[src/rtl/fsgn_arbiter_if.sv]
// fsgn_arbiter_if: two request channels and one result channel of the sign-injection arbiter
interface fsgn_arbiter_if #(parameter int TAG_W = 5);
    logic             req0_valid;
    logic             req0_ready;
    logic [1:0]       req0_op;
    logic [31:0]      req0_x1;
    logic [31:0]      req0_x2;
    logic [TAG_W-1:0] req0_tag;
    logic             req1_valid;
    logic             req1_ready;
    logic [1:0]       req1_op;
    logic [31:0]      req1_x1;
    logic [31:0]      req1_x2;
    logic [TAG_W-1:0] req1_tag;
    logic             res_valid;
    logic             res_ready;
    logic [31:0]      res_y;
    logic [TAG_W-1:0] res_tag;
    logic             res_src;
    logic             res_illegal;

    modport master (
        output req0_valid, req0_op, req0_x1, req0_x2, req0_tag,
        output req1_valid, req1_op, req1_x1, req1_x2, req1_tag,
        output res_ready,
        input  req0_ready, req1_ready,
        input  res_valid, res_y, res_tag, res_src, res_illegal
    );

    modport slave (
        input  req0_valid, req0_op, req0_x1, req0_x2, req0_tag,
        input  req1_valid, req1_op, req1_x1, req1_x2, req1_tag,
        input  res_ready,
        output req0_ready, req1_ready,
        output res_valid, res_y, res_tag, res_src, res_illegal
    );
endinterface

[src/rtl/fsgn_arbiter.sv]
// fsgn_arbiter: round-robin shared fsgnj/fsgnjn/fsgnjx unit with one registered result slot.
// Optional per-requester accept counters are built when FSGN_ARB_CNT_EN is defined.
module fsgn_arbiter #(parameter int TAG_W = 5) (
    input logic          clk,
    input logic          rstn,
`ifdef FSGN_ARB_CNT_EN
    input  logic         cnt_clr,
    output logic [31:0]  cnt0,
    output logic [31:0]  cnt1,
`endif
    fsgn_arbiter_if.slave bus
);
    logic             last_grant;
    logic             slot_free;
    logic             g0;
    logic             g1;
    logic             acc;
    logic [1:0]       sel_op;
    logic [31:0]      sel_x1;
    logic [31:0]      sel_x2;
    logic [TAG_W-1:0] sel_tag;
    logic             res_valid;
    logic [31:0]      res_y;
    logic [TAG_W-1:0] res_tag;
    logic             res_src;
    logic             res_illegal;

    // Only bit 31 is computed; op 11 leaves x1 untouched
    function automatic logic [31:0] sgn(input logic [1:0] op, input logic [31:0] x1, input logic [31:0] x2);
        return {op == 2'b00 ? x2[31] : op == 2'b01 ? ~x2[31] : op == 2'b10 ? x1[31] ^ x2[31] : x1[31], x1[30:0]};
    endfunction

    // The slot can refill in the same cycle it drains; a contended grant goes to the requester that did not win last
    assign slot_free = !res_valid || bus.res_ready;
    assign g0 = bus.req0_valid && (!bus.req1_valid || last_grant);
    assign g1 = bus.req1_valid && (!bus.req0_valid || !last_grant);
    assign bus.req0_ready = rstn && slot_free && g0;
    assign bus.req1_ready = rstn && slot_free && g1;
    assign acc = bus.req0_ready || bus.req1_ready;
    assign sel_op = bus.req1_ready ? bus.req1_op : bus.req0_op;
    assign sel_x1 = bus.req1_ready ? bus.req1_x1 : bus.req0_x1;
    assign sel_x2 = bus.req1_ready ? bus.req1_x2 : bus.req0_x2;
    assign sel_tag = bus.req1_ready ? bus.req1_tag : bus.req0_tag;
    assign bus.res_valid = res_valid;
    assign bus.res_y = res_y;
    assign bus.res_tag = res_tag;
    assign bus.res_src = res_src;
    assign bus.res_illegal = res_illegal;

    // Result register: load on accept, clear valid on a drain with no refill
    always_ff @(posedge clk) begin
        if (!rstn) begin
            res_valid   <= 1'b0;
            res_y       <= '0;
            res_tag     <= '0;
            res_src     <= 1'b0;
            res_illegal <= 1'b0;
            last_grant  <= 1'b1;
        end else if (acc) begin
            res_valid   <= 1'b1;
            res_y       <= sgn(sel_op, sel_x1, sel_x2);
            res_tag     <= sel_tag;
            res_src     <= bus.req1_ready;
            res_illegal <= sel_op == 2'b11;
            last_grant  <= bus.req1_ready;
        end else if (bus.res_ready) begin
            res_valid   <= 1'b0;
        end
    end

`ifdef FSGN_ARB_CNT_EN
    // Accept counters; clear wins over a same-cycle increment
    always_ff @(posedge clk) begin
        if (!rstn || cnt_clr) begin
            cnt0 <= '0;
            cnt1 <= '0;
        end else begin
            cnt0 <= cnt0 + {31'd0, bus.req0_ready};
            cnt1 <= cnt1 + {31'd0, bus.req1_ready};
        end
    end
`endif
endmodule
[src/flat_wrapper.sv]
// flat-port wrapper written by rule: the top's interface ports become plain ports
module fsgn_arbiter_flat 
#(parameter int TAG_W = 5)
  (clk, rstn, bus_req0_valid, bus_req0_op, bus_req0_x1, bus_req0_x2, bus_req0_tag, bus_req1_valid, bus_req1_op, bus_req1_x1, bus_req1_x2, bus_req1_tag, bus_res_ready, bus_req0_ready, bus_req1_ready, bus_res_valid, bus_res_y, bus_res_tag, bus_res_src, bus_res_illegal);
  fsgn_arbiter_if #(.TAG_W(TAG_W)) bus_i ();
  input logic clk;
  input logic rstn;
  input wire logic [$bits(bus_i.req0_valid)-1:0] bus_req0_valid;
  input wire logic [$bits(bus_i.req0_op)-1:0] bus_req0_op;
  input wire logic [$bits(bus_i.req0_x1)-1:0] bus_req0_x1;
  input wire logic [$bits(bus_i.req0_x2)-1:0] bus_req0_x2;
  input wire logic [$bits(bus_i.req0_tag)-1:0] bus_req0_tag;
  input wire logic [$bits(bus_i.req1_valid)-1:0] bus_req1_valid;
  input wire logic [$bits(bus_i.req1_op)-1:0] bus_req1_op;
  input wire logic [$bits(bus_i.req1_x1)-1:0] bus_req1_x1;
  input wire logic [$bits(bus_i.req1_x2)-1:0] bus_req1_x2;
  input wire logic [$bits(bus_i.req1_tag)-1:0] bus_req1_tag;
  input wire logic [$bits(bus_i.res_ready)-1:0] bus_res_ready;
  output wire logic [$bits(bus_i.req0_ready)-1:0] bus_req0_ready;
  output wire logic [$bits(bus_i.req1_ready)-1:0] bus_req1_ready;
  output wire logic [$bits(bus_i.res_valid)-1:0] bus_res_valid;
  output wire logic [$bits(bus_i.res_y)-1:0] bus_res_y;
  output wire logic [$bits(bus_i.res_tag)-1:0] bus_res_tag;
  output wire logic [$bits(bus_i.res_src)-1:0] bus_res_src;
  output wire logic [$bits(bus_i.res_illegal)-1:0] bus_res_illegal;
  assign bus_i.req0_valid = bus_req0_valid;
  assign bus_i.req0_op = bus_req0_op;
  assign bus_i.req0_x1 = bus_req0_x1;
  assign bus_i.req0_x2 = bus_req0_x2;
  assign bus_i.req0_tag = bus_req0_tag;
  assign bus_i.req1_valid = bus_req1_valid;
  assign bus_i.req1_op = bus_req1_op;
  assign bus_i.req1_x1 = bus_req1_x1;
  assign bus_i.req1_x2 = bus_req1_x2;
  assign bus_i.req1_tag = bus_req1_tag;
  assign bus_i.res_ready = bus_res_ready;
  assign bus_req0_ready = bus_i.req0_ready;
  assign bus_req1_ready = bus_i.req1_ready;
  assign bus_res_valid = bus_i.res_valid;
  assign bus_res_y = bus_i.res_y;
  assign bus_res_tag = bus_i.res_tag;
  assign bus_res_src = bus_i.res_src;
  assign bus_res_illegal = bus_i.res_illegal;
  fsgn_arbiter #(.TAG_W(TAG_W)) u_core (.clk(clk), .rstn(rstn), .bus(bus_i));
endmodule
[config.mk]
export PLATFORM = sky130hd
export DESIGN_NAME = fsgn_arbiter_flat
export DESIGN_NICKNAME = d
export VERILOG_FILES = /design/src/rtl/fsgn_arbiter_if.sv /design/src/rtl/fsgn_arbiter.sv /design/src/flat_wrapper.sv
export SDC_FILE = /design/constraint.sdc
export NUM_CORES = 1
export LEC_CHECK = 0
export ABC_AREA = 0
export ABC_CLOCK_PERIOD_IN_PS = 1710
export CAP_MARGIN = 20
export CORE_MARGIN = 2
export CORE_UTILIZATION = 29
export CTS_CLUSTER_DIAMETER = 80
export DETAILED_ROUTE_END_ITERATION = 16
export HOLD_SLACK_MARGIN = 0.06
export PLACE_DENSITY = 0.89
export SKIP_CTS_REPAIR_TIMING = 1
export SYNTH_ARGS = -nofsm -noshare
export SYNTH_HDL_FRONTEND = slang
export SYNTH_SLANG_ARGS = --single-unit
[constraint.sdc]
create_clock -name clk -period 1.71 [get_ports clk]
set_input_delay 0.171 -clock clk [delete_from_list [all_inputs] [get_ports clk]]
set_output_delay 0.171 -clock clk [all_outputs]
set_load 0.005 [all_outputs]
* After elaboration in Yosys (flattened, before gate mapping)
Cells that the tools add are included.
** Word-level totals
- Register bits :: 41
- Input bits :: 147
- Output and inout port bits :: 42
- Word-level logic and storage cells :: 35
** Cells by class
- Equality and inequality tests :: 3
- Muxes and demuxes :: 9
- Bitwise operators :: 2
- Reductions and logical operators :: 15
** Operators with widths (number)
- two-way mux 32 bit :: 2
- logical AND 1 bit :: 5
- two-way mux 1 bit :: 5
- two-way mux 5 bit :: 1
- equality test 2 bit (second input constant) :: 2
- zero test 1 bit :: 4
- logical OR 1 bit :: 4
- equality test 2 x 1 -> 1 bit (second input constant) :: 1
- zero test 2 bit :: 1
- two-way mux 2 bit :: 1
- nonzero test 2 bit :: 1
- NOT 1 bit :: 1
- bitwise XOR 1 bit :: 1

* Depth between registers and ports, before layout
- Word-level depth :: 9
- Mapped depth :: 6
- Gate-level depth less buffers :: 5

* Worst setup path after synthesis
Ideal clock, no wire load.
- Path kind :: register to register
- Start :: register u_core.res_valid (netlist: u_core.bus.res_valid)
- End :: register u_core.res_illegal (netlist: u_core.bus.res_illegal)
- Arrival time :: 1144 ps
- Required time :: 1622 ps
- Setup slack :: 478 ps
- Stages on the path, launching flop included :: 7
- Period minus slack after synthesis :: 1232 ps
- Cells stage by stage :: dfxtp_1 -> nand2b_2 -> o2111ai_2 -> inv_2 -> buf_6 -> nand3_2 -> a311oi_2
** On the way
- Cells in the longest elaborated chain, start to end :: 6
** RTL lines
- from (decl) :: RTL line fsgn_arbiter.sv:22 : logic res_valid;
- from (signal assigned) :: RTL line fsgn_arbiter.sv:53 : res_valid <= 1'b0;
- from (signal assigned) :: RTL line fsgn_arbiter.sv:60 : res_valid <= 1'b1;
- from (signal assigned) :: RTL line fsgn_arbiter.sv:67 : res_valid <= 1'b0;
- zero test 1 bit * :: RTL line fsgn_arbiter.sv:34 : assign slot_free = !res_valid || bus.res_ready;
- logical OR 1 bit * :: RTL line fsgn_arbiter.sv:34
- logical AND 1 bit * :: RTL line fsgn_arbiter.sv:37, fsgn_arbiter.sv:38
- logical AND 1 bit :: RTL line fsgn_arbiter.sv:38 : assign bus.req1_ready = rstn && slot_free && g1;
- two-way mux 2 bit :: RTL line fsgn_arbiter.sv:40 : assign sel_op = bus.req1_ready ? bus.req1_op : bus.req0_op;
- equality test 2 bit :: RTL line fsgn_arbiter.sv:64 : res_illegal <= sel_op == 2'b11;
- to (signal assigned) :: RTL line fsgn_arbiter.sv:57 : res_illegal <= 1'b0;
- to (signal assigned) :: RTL line fsgn_arbiter.sv:64
- to (decl) :: RTL line fsgn_arbiter.sv:26 : logic res_illegal;
Mark *: on every way between the ends. The rest lies on a longest branch, timed or not.
A chain may end at the register's enable or synchronous reset.

* Worst setup path after layout
- Start :: input bus_req1_valid
- End :: register u_core.res_y[31] (netlist: u_core.bus.res_y[31])
** On the way
- Cells in the longest elaborated chain, start to end :: 7
** RTL lines
- from (decl) :: RTL line flat_wrapper.sv:13 : input wire logic [$bits(bus_i.req1_valid)-1:0] bus_req1_valid;
- logical AND 1 bit :: RTL line fsgn_arbiter.sv:36 : assign g1 = bus.req1_valid && (!bus.req0_valid || !last_grant);
- logical AND 1 bit :: RTL line fsgn_arbiter.sv:38
- two-way mux 2 bit, or another cell as far along :: RTL line fsgn_arbiter.sv:40
- equality test 2 bit or bitwise XOR 1 bit (tied branches) :: RTL line fsgn_arbiter.sv:30 : return {op == 2'b00 ? x2[31] : op == 2'b01 ? ~x2[31] : op == 2'b10 ? x1[31] ^ x2[31] : x1[31], x1[30:0]};
- two-way mux 1 bit (3 in a row) :: RTL line fsgn_arbiter.sv:30
- to (signal assigned) :: RTL line fsgn_arbiter.sv:61 : res_y <= sgn(sel_op, sel_x1, sel_x2);
- to (decl) :: RTL line fsgn_arbiter.sv:23 : logic [31:0] res_y;
Parallel ways exist; a longest one is shown, timed or not.

==> summary.json <==
{
  "drt-pass1-iter-count": 4,
  "slew_violations": 0,
  "cp-start-kind": "primary input",
  "reg2regPathDepth": 7,
  "core_area_um2": 6030,
  "synth_cells": 195,
  "antenna_violating_nets_post_route": 0,
  "finalWirelength_um": 5580,
  "critical_path.reg2reg.startpoint": "u_core.bus.res_valid$_SDFFE_PN0P_",
  "flow.area_growth_from_synthesis_pct": 81.5,
  "initial_utilization_pct": 30.4,
  "post-place-ws_ns": -0.0368,
  "layoutNonFillerInstCount": 398,
  "die-area_um2": 6960,
  "power.leakage_nw": 1.25,
  "fin_hold_ws_ns": 0.443,
  "yosysSeqAreaShare_pct": 44.8,
  "cp.arrival_ns": 1.70,
  "postSynthRegisterBits": 41,
  "fin_worst_skew_ns": 0.00293,
  "critPathLaunch": "bus_req1_valid",
  "avgSynthCellArea_um2": 9.39,
  "timing.final.hold_violations": 0,
  "clk_latency_ns": 0.28,
  "hold_path_class": "in -> reg",
  "synth_warnings": 0,
  "post_route_cells_drive_above_1_share_pct": 6.81,
  "worst_pin_slew_ns": 0.324,
  "endpoint_kind": "flop",
  "mostFrequentLayoutCells": "clkdlybuf4s50_1 (123), dfxtp_1 (41), mux2i_1 (38), a21oi_1 (38), o21ai_0 (37)",
  "fraction_of_synthesized_cell_area_taken_by_the_top_area_cell_type_pct": 44.8,
  "half_perimeter_wire_length_of_the_detailed_placement_result_um": 4260,
  "maxCapViolations": 0,
  "clk_pin_slew_worst_paths_ns": 0.08,
  "power.density_cell_area_nw_per_um2": 705,
  "worst_setup_path_endpoint": "u_core.bus.res_y[31]$_SDFFE_PN0P_",
  "final_net_count": 470,
  "die_width_um": 83.5,
  "fin_ws_ns": 0.204,
  "n_fill_cell": 560,
  "die_h_um": 83.5,
  "tritoncts_num_sinks": 41,
  "placed_cells": 389,
  "vias": 1921,
  "via_per_inst": 4.83,
  "netlist.top_cell.by_area": "dfxtp_1",
  "worst_r2r_endpoint": "u_core.bus.res_y[19]$_SDFFE_PN0P_",
  "wl_per_cell_um": 14.0,
  "synth_area_um2": 1830,
  "antenna_cells_inserted": 0,
  "globalplace.congestion": 0.719,
  "clock_tree.root_cell": "clkbuf_8",
  "min_period_ns": 1.51,
  "global_route_wire_length_before_repair_um": 9030,
  "grt_pass1_vias": 1932,
  "first_iter_violations": 25,
  "outcome": "complete, no violations",
  "global_routing_usage_summed_across_all_routing_layers_pct": 15.6,
  "rows": 28,
  "tritoncts": "built",
  "drc_errors": 0,
  "critPathKind": "in -> reg",
  "timing.critical_path.required_ns": 1.90,
  "timing.fmax_ghz": 0.664,
  "vdd_drop_max_v": 0.000402,
  "layout_commonest_cell": "clkdlybuf4s50_1",
  "layout_worst_path_cycle_share_pct": 88.0,
  "top_level_ports": 189,
  "tns_ns": 0,
  "overflow": 0,
  "ctsLongestPathBuffers": 2,
  "ys_types": 23,
  "io_buffer_count": 126,
  "tritoncts.num_buffers": 5,
  "finalSetupViolCount": 0,
  "antenna_found_initial": 0,
  "r2r_setup_slack_ns": 0.29,
  "slew-limit-headroom_pct": 78.3,
  "largest_net_degree_at_the_start_of_global_routing": 38,
  "critical_path_peak_fanout": 19,
  "synth.net_count": 342,
  "grt_setup_unrepaired": "no",
  "cts.htree.levels": 2,
  "cells_taking_the_most_area_after_synthesis": "dfxtp_1 (45%), mux2i_1 (21%), a21oi_1 (10%)"
}
state kept, by name (all words and copies together), names as in the netlist:
name,cells
u_core.bus.res_y,32
u_core.last_grant,1
u_core.bus.res_valid,1
u_core.bus.res_illegal,1
u_core.bus.res_tag,5
u_core.bus.res_src,1
power by group:
| part | internal (mW) | switching, mW | total, mW |
|---|---|---|---|
| combinational | 0.415 | 0.209 | 0.624 |
| sequential | 1.03 | 0.0415 | 1.08 |
| clock | 0.321 | 0.323 | 0.644 |
| total | 1.77 | 0.574 | 2.34 |
worst max-delay path: stages:
cell and delay (ns):
clkdlybuf4s50_1 0.49, inv_1 0.08, o2111ai_4 0.20, inv_2 0.08, buf_4 0.14, buf_12 0.15
o2111a_1 0.12, o32ai_1 0.26
Yosys cell counts:
library cell  count
a211oi_1          1
a311oi_2          1
nor2_1            3
a21o_1            1
nand4_1           1
buf_6             4
o2111a_1          1
buf_2             3
nand3_1           1
dfxtp_1          41
a311oi_1          1
nand3_2           1
clkbuf_1          9
nand2b_2          1
inv_1             4
a21oi_1          38
inv_2             1
mux2i_1          38
o32ai_1           1
nand3b_1          1
o21ai_0          37
o2111ai_2         1
nand2_1           5
metal layers:
| metal | wire [um] | GRT usage [%] | vias up | part of all wire, % |
|---|---|---|---|---|
| li1 | - | - | 964 | - |
| met1 | 2340 | 18.2 | 866 | 42 |
| met2 | 2660 | 26.9 | 87 | 48 |
| met3 | 551 | 6.43 | 4 | 9.9 |
| met4 | 31 | 3.08 | 0 | 0.56 |
| met5 | 0 | 0 | - | 0 |
cell families after synthesis:
family,Yosys count,synth area share [%]
AOI/OAI and AO/OA,82,24.5
buffers and inverters,21,6.15
DFF,41,44.8
muxes,38,20.8
and+or+nand+nor,13,3.69
through the flow:
step | total power [mW] | util (%) | cell area, um^2
2_1_floorplan | 1.31 | - | 1830
3_3_place_gp | 1.70 | 53.1 | 3200
3_5_place_dp | 1.72 | 53.1 | 3200
4_1_cts | 2.37 | 54.5 | 3280
5_1_grt | 2.47 | 55.1 | 3320
6_report | 2.34 | 55.1 | 3320
final cells by class:
class / instances / area [um^2] / area share (%)
Tap cell: 75 / 93.8 / 2.82
Sequential cell: 41 / 821 / 24.7
Timing Repair Buffer: 137 / 1390 / 41.8
Multi-Input combinational cell: 133 / 913 / 27.5
Clock buffer: 7 / 86.3 / 2.60
Inverter: 5 / 18.8 / 0.565
how the worst min path moves through the flow:
stage | from | end | cells past startpoint
6_report | rstn | u_core.last_grant$_SDFFE_PN1P_ | 4
4_1_cts | u_core.bus.res_src$_SDFFE_PN0P_ | u_core.bus.res_src$_SDFFE_PN0P_ | 2
5_1_grt | rstn | u_core.last_grant$_SDFFE_PN1P_ | 4
3_5_place_dp | u_core.bus.res_src$_SDFFE_PN0P_ | u_core.bus.res_src$_SDFFE_PN0P_ | 2
2_1_floorplan | bus_req1_valid | u_core.bus.res_valid$_SDFFE_PN0P_ | 2
3_3_place_gp | u_core.bus.res_src$_SDFFE_PN0P_ | u_core.bus.res_src$_SDFFE_PN0P_ | 2
Power figures use the tool's default switching activity.
